--- src/rtl/hier_value_checker_pkg.sv ---
// Shared types and helpers for the hier_value_checker monitor.
package hier_value_checker_pkg;

  typedef enum logic [1:0] {
    IDLE = 2'd0,
    RUN  = 2'd1,
    CMP  = 2'd2,
    DONE = 2'd3
  } state_t;

  localparam logic [7:0] NO_FAIL = 8'hFF;

  function automatic logic [7:0] sat_inc(input logic [7:0] v);
    return (v == 8'hFF) ? v : v + 8'd1;
  endfunction

endpackage

--- src/rtl/hier_sat_counter.sv ---
// 8-bit saturating counter with synchronous clear and increment enable.
module hier_sat_counter
  import hier_value_checker_pkg::*;
(
  input  logic       clk,
  input  logic       reset,
  input  logic       clr,
  input  logic       inc,
  output logic [7:0] count
);

  always_ff @(posedge clk) begin
    if (reset || clr) count <= 8'd0;
    else if (inc)     count <= sat_inc(count);
  end

endmodule

--- config.mk ---
export PLATFORM = sky130hd
export DESIGN_NAME = hier_sat_counter
export DESIGN_NICKNAME = d
export VERILOG_FILES = /design/src/rtl/hier_value_checker_pkg.sv /design/src/rtl/hier_sat_counter.sv
export SDC_FILE = /design/constraint.sdc
export NUM_CORES = 1
export LEC_CHECK = 0
export ABC_AREA = 1
export CORE_AREA = 2 2 39 41
export CTS_CLUSTER_DIAMETER = 200
export DETAILED_ROUTE_END_ITERATION = 16
export DIE_AREA = 0 0 41 43
export GPL_TIMING_DRIVEN = 0
export SLEW_MARGIN = 20
export SYNTH_ARGS = -nofsm -noshare
export SYNTH_HDL_FRONTEND = slang
export SYNTH_SLANG_ARGS = --single-unit
--- constraint.sdc ---
create_clock -name clk -period 1.5 [get_ports clk]
set_input_delay 0.45 -clock clk [delete_from_list [all_inputs] [get_ports clk]]
set_output_delay 0.45 -clock clk [all_outputs]
set_load 0.01 [all_outputs]
# Word level (Yosys, flattened, before mapping)
# Index checks and enable logic that the tools add are counted.
dict set report word_totals {
  in_bits 4
  out_inout_bits 8
  ff_bits 8
  elab_cells 6
}
dict set report classes {
  eq_ne 1
  n_reduce_logical 2
  addsub 1
  bitwise_logic 1
}
# operator count
set ops {}
lappend ops {{$add A8 B1 Y8 const B} 1}
lappend ops {{$eq A8 B8 Y1 const B} 1}
lappend ops {{$reduce_and A2 Y1} 1}
lappend ops {{$logic_or A1 B1 Y1} 1}
lappend ops {{$not A1 Y1} 1}

# Depth between registers and ports, before layout
dict set report depth {
  ltp_word 3
  ltp_mapped 8
  ltp_nobuf 8
}

# Worst setup path after synthesis
# Ideal clock, no wire load.
dict set report synth_path {
  path_kind {register to register}
  from {register count[0]}
  to {register count[5]}
  path_buffers 0
  stages_incl_launch_ff 7
  setup_time_ps 115
  required_time_ps 1385
  arrival_ps 1096
  setup_slack_ps 289
  synth_period_minus_slack_ps 1211
  cell_sequence {dfxtp_1 ha_1 nand2_1 nor2_2 nand2_2 a21oi_1 nor2_1}
}
dict set report synth_via {
  elab_chain_cells 3
  word_cells_on_any_way 4
  cone_classes {add/sub: 1; eq/ne: 1; bitwise: 1; reduce/logical: 1}
}
# item line_no
set synth_rtl {}
lappend synth_rtl {{from (decl)} hier_sat_counter.sv:9} ;# output logic [7:0] count
lappend synth_rtl {{from (signal assigned)} hier_sat_counter.sv:14} ;# else if (inc) count <= sat_inc(count);
lappend synth_rtl {{parallel branches: the longest is 3 deep, another holds $add A8 B1 Y8} -}
# Several ways; the timed one is not identified.
# A chain may end at the register's enable or synchronous reset.

# Worst setup path in the final report
dict set report layout_path {
  from {register count[3]}
  to {output count[3]}
}
# No word-level cell between the ends.

==> out/metrics.yaml <==
outcome:
  status: "finished, final reports clean"
final_layout:
  syn_to_final_growth_pct: 30.5
  layout_commonest_cell: "nand2_1"
  final_cell_mix: "nand2_1 (17), nor2_1 (14), inv_1 (8), dlygate4sd2_1 (8), a21oi_1 (6)"
  final_core_utilization_pct: 42.1
  insertedDiodeCount: 0
  nets: 91
  top_regs: "count x8"
  largest_reg_flops: 8
  largest-register: "count"
  drive_gt1_share_pct: 14.3
clock_network:
  post_cts.repair.setup_buffers: 0
  cts_repair_resize_count: 11
  cts_hold_buf: 0
  cts.sinks: 8
  clkTransAtPathRegs_ns: 0.05
  clockRootBuffer: "clkbuf_4"
  insertion_delay_ns: 0.25
  numCtsBuffers: 3
  cts_tree: "done"
  cts_buffer_depth: 2
  htreeDepth: 1
routing:
  vias: 459
  wl_um: 905
  wl_per_cell_um: 9.05
  vias_per_cell: 4.59
  drc: 0
  ant_nets: 0
  drt-initial-drc-count: 7
  firstDrtPassIters: 4
setup_path:
  worstSetupEndpointType: "primary output"
  reg2reg_to: "count[5]"
  timing.critical_path.buf_inv: 1
  cpPeakStageDelay_ns: 0.39
  crit_fanout: 5
  crit_family: "flip-flops"
  r2r_slack_ns: 0.26
  worstSetupPathType: "flop to primary output"
  required_ns: 1.05
  rr_startpoint: "count[0]"
  cpMaxStageDelayCell: "dfxtp_1"
  reg2regPathDepth: 6
  cp_cell_sequence: "dlygate4sd2_1"
  crit_arrival_ns: 0.93
  setup.worst_path.start_class: "flop"
  critical_path.startpoint: "count[3]"
timing:
  setup_viol: 0
  max_slew_margin_pct: 69.1
  final.min_clock_period_ns: 1.38
  rsz0062_at_grt: "false"
  worst_slew_pin_slew_ns: 0.461
  timing.hold.ws_ns: 0.532
  clock_skew_ns: 0.00112
  period_share_pct: 92.3
  drv_slew: 0
  final_hold_viol_count: 0
  fmax_mhz: 722
floorplan:
  dieArea_um2: 1760
  num_io_pins: 12
  die_h_um: 43
  core_um2: 1380
  start_util_pct: 32.3
  row_count: 14
  die_x_um: 41
hold_path:
  holdPathStages: 2
  min_to: "count[5]"
  hp-start: "count[5]"
  holdCritPathClass: "flop to flop"
synthesis:
  syn_inst: 71
  syn_area_um2: 447
  seq_area_frac_synth_pct: 35.9
  synth_seq_cells: 8
  synth_nets: 76
  avgSynthCellArea_um2: 6.29
  synth_warnings: 0
  ys_types: 15
placed_design:
  place_congestion: 0.681
  place_hpwl_um: 669
  port_buffers: 10
pwr:
  p_total_mw: 0.412
  p_leak_nw: 0.285
  p_per_area_nw_per_um2: 707
  ir_drop_mv: 0.296
global_routing:
  grt_pass1_vias: 361
  grt_antenna_before_repair: 0
  grt_pass1_wl_um: 1470
  grt_max_degree: 11
  grt_overflow_total: 0
  track_usage_pct: 12.9
flow_run:
  maxCapViolCount: 0
[logic make-up after synthesis]
group,count (synthesis),share of synthesized area (%)
buf+inv,10,9.24
fa+ha+maj,1,2.80
compound gates,8,8.96
simple gates,44,43.1
flops,8,35.9
[routing by layer]
metal | vias to the layer above | share of wire, % | global-route usage, % | routed length, µm
li1 | 250 | - | - | -
met2 | 12 | 44 | 17.2 | 395
met5 | - | 0 | 0 | 0
met3 | 2 | 8.0 | 9.42 | 72
met1 | 195 | 47 | 14.8 | 422
met4 | 0 | 1.7 | 6.00 | 15
[worst max path at each step]
| stage | cells after the start | endpoint | slack, ns |
|---|---|---|---|
| floorplan | 6 | count[5] | 0.29 |
| global placement | 4 | count[4] | -0.12 |
| detailed placement | 4 | count[4] | -0.13 |
| CTS | 1 | count[3] | 0.1 |
| global route | 4 | count[4] | 0.01 |
| finish | 1 | count[3] | 0.12 |
[power breakdown]
part	leakage (nW)	switching (mW)	internal, mW
Combinational	0.205	0.0150	0.0145
Clock	0.0138	0.0734	0.0916
Sequential	0.0662	0.00255	0.215
[cell usage after synthesis (all sizes together)]
cell | count | area [µm²]
nand2 | 19 | 76.3
nand4 | 1 | 6.26
a21oi | 6 | 30.0
nand3b | 2 | 15.0
o21ai | 2 | 10.0
dfxtp | 8 | 160
nor3 | 2 | 10.0
nand3 | 4 | 20.0
inv | 9 | 33.8
buf | 1 | 7.51
ha | 1 | 12.5
nor2 | 16 | 65.1
[final cells by class]
type	instances	area [µm²]
Clock buffer	3	22.5
Multi-Input combinational cell	53	245
Timing Repair Buffer	10	90.1
Tap cell	16	20.0
Buffer	1	7.51
Fill cell	161	801
Inverter	9	33.8
Sequential cell	8	164
[through the flow]
step | TNS, ns | instances | setup slack (ns) | area (µm²)
2_1_floorplan | 0 | 71 | 0.289 | 447
4_1_cts | 0 | 100 | 0.0967 | 583
6_report | 0 | 100 | 0.116 | 583
3_5_place_dp | -0.336 | 97 | -0.126 | 567
3_3_place_gp | -0.379 | 97 | -0.122 | 567
5_1_grt | 0 | 100 | 0.0134 | 583
Note: power is estimated with default switching activity, not from simulation.
==> RTL change, RTL diff (config.mk and constraints unchanged) <==
Add an input register stage for `clr` and `inc`; this delays them by one clock.
--- a/src/rtl/hier_sat_counter.sv
+++ b/src/rtl/hier_sat_counter.sv
@@ -9,9 +9,17 @@
   output logic [7:0] count
 );
 
+  logic clr_q;
+  logic inc_q;
+
   always_ff @(posedge clk) begin
-    if (reset || clr) count <= 8'd0;
-    else if (inc)     count <= sat_inc(count);
+    clr_q <= clr;
+    inc_q <= inc;
+  end
+
+  always_ff @(posedge clk) begin
+    if (reset || clr_q) count <= 8'd0;
+    else if (inc_q)     count <= sat_inc(count);
   end
 
 endmodule
Behaviour: not the same (Yosys sat finds a counterexample within 4 cycles, from zero or initial values).
==> RTL change against the original RTL <==
- wire length is 2.0% lower
- worst setup slack worse by 12 ps
- design area rose by 8.8%
- area after synthesis increased by 9.0%
- sequential power increased by 26%
- sequential cell count up 2
- final cell count rose by 3.0%
- total power is 18% higher
- largest power group unchanged
==> RTL change: results <==
export IMPL_critPathSlowestCell="dfxtp_1"
export IMPL_irDropWorstVdd_uv=423
export IMPL_crit_path_max_fanout=5
export IMPL_synth_distinct_cells=15
export IMPL_htreeDepth=1
export IMPL_ys_flop_type="dfxtp_1"
export IMPL_track_usage_pct=12.9
export IMPL_clk_pin_slew_ps=60
export IMPL_nNetsFinal=94
export IMPL_diodes=0
export IMPL_first_iter_violations=4
export IMPL_worstSetupStartpoint="count[0]$_SDFFE_PP0P_"
export IMPL_crit_family="flip-flops"
export IMPL_post_drt_wl_per_cell_microns=8.61
export IMPL_grt_max_degree=11
export IMPL_clk_path_buf_depth=2
export IMPL_postCtsSetupBuffers=0
export IMPL_fillers=151
export IMPL_status="complete, no violations"
export IMPL_reg_largest_list="count: 8 flops, clr_q: 1 flops, inc_q: 1 flops"
export IMPL_grt_pass1_vias=366
export IMPL_skew_ps=1.69
export IMPL_hold_path_class="reg2reg"
export IMPL_antenna_found_initial=0
export IMPL_async_flop_share_pct=0
export IMPL_grt_pass1_wl_microns=1520
export IMPL_layout_drive_gt1_share_pct=14.9
export IMPL_hpwl_microns=652
export IMPL_p_leak_nw=0.306
export IMPL_synthTopCellsByCount="17 x nand2_1, 14 x nor2_1, 10 x dfxtp_1"
export IMPL_clockRootBuffer="clkbuf_4"
export IMPL_cts_buffers_inserted=3
export IMPL_critPathMaxStageDelay_ps=390
export IMPL_firstDrtPassIters=2
export IMPL_gp_congestion=0.663
export IMPL_io_buffer_count=11
export IMPL_clk_latency_ps=260
export IMPL_vias=468
export IMPL_seq_area_frac_synth_pct=41.1
export IMPL_syn_num_nets=78
export IMPL_hold_start="clr_q$_DFF_P_"
export IMPL_tightest_slew_ps=478
export IMPL_synth_area_top_cells="dfxtp_1 41%, nand2_1 13%, nor2_1 11%"
export IMPL_place_ws_ps=-92.0
export IMPL_ys_warn_count=0
==> RTL change: cell count changes in the layout (fill, tap and decap cells not counted), sizes merged <==
cell	unedited run	this run
clkdlybuf4s50	2	3
dfxtp	8	10
==> RTL change: logic make-up (layout without fill, tap and decap cells) <==
logic type      count (synthesis)  in the layout  synth area share [%]
compound gates                  8              8                  8.23
buf+inv                        10             24                  8.48
fa+ha+maj                       1              1                  2.57
simple gates                   44             44                  39.6
flops                          10             10                  41.1
==> RTL change: per-stage QoR <==
stage,std cells,area (sq um)
floorplan,73,487
global placement,100,617
detailed placement,100,617
CTS,103,634
global route,103,634
finish,103,634
==> RTL change: metal layers <==
| layer | wire length [microns] | vias to the layer above | global-route usage [%] | share of wire [%] |
|---|---|---|---|---|
| met5 | 0 | - | 0 | 0 |
| met4 | 23 | 0 | 8.00 | 2.6 |
| met3 | 44 | 3 | 3.14 | 5.0 |
| met2 | 358 | 12 | 15.6 | 40 |
| met1 | 460 | 195 | 19.6 | 52 |
| li1 | - | 258 | - | - |
==> RTL change: final timing paths <==
check,endpoint,slack [ps],cells past startpoint
setup / recovery,count[0],100,1
hold / removal,count[2]$_SDFFE_PP0P_,500,3
setup reg to reg,count[5]$_SDFFE_PP0P_,260,6
hold reg to reg,count[2]$_SDFFE_PP0P_,500,3
==> RTL change: timing repair <==
item | 4_1_cts | 5_1_grt
hold buffers | 0 | 0
resized for setup | 12 | 0
setup endpoints to repair | 8 | 0
==> RTL change: report_power, final <==
group	leakage [nW]	total (mW)	switching (mW)	internal (mW)
logic	0.209	0.0314	0.0148	0.0166
clock network	0.0138	0.182	0.0892	0.0927
registers	0.0836	0.274	0.00369	0.271
==> RTL change: area by class of cell <==
| class | instances | area, sq um | share of cell area [%] |
|---|---|---|---|
| inverters | 9 | 33.8 | 5.33 |
| repair buffers | 11 | 100 | 15.8 |
| plain buffers | 1 | 7.51 | 1.18 |
| clock buffers | 3 | 22.5 | 3.55 |
| flip-flops and latches | 10 | 205 | 32.3 |
| multi-input cells | 53 | 245 | 38.7 |
| well taps | 16 | 20.0 | 3.16 |
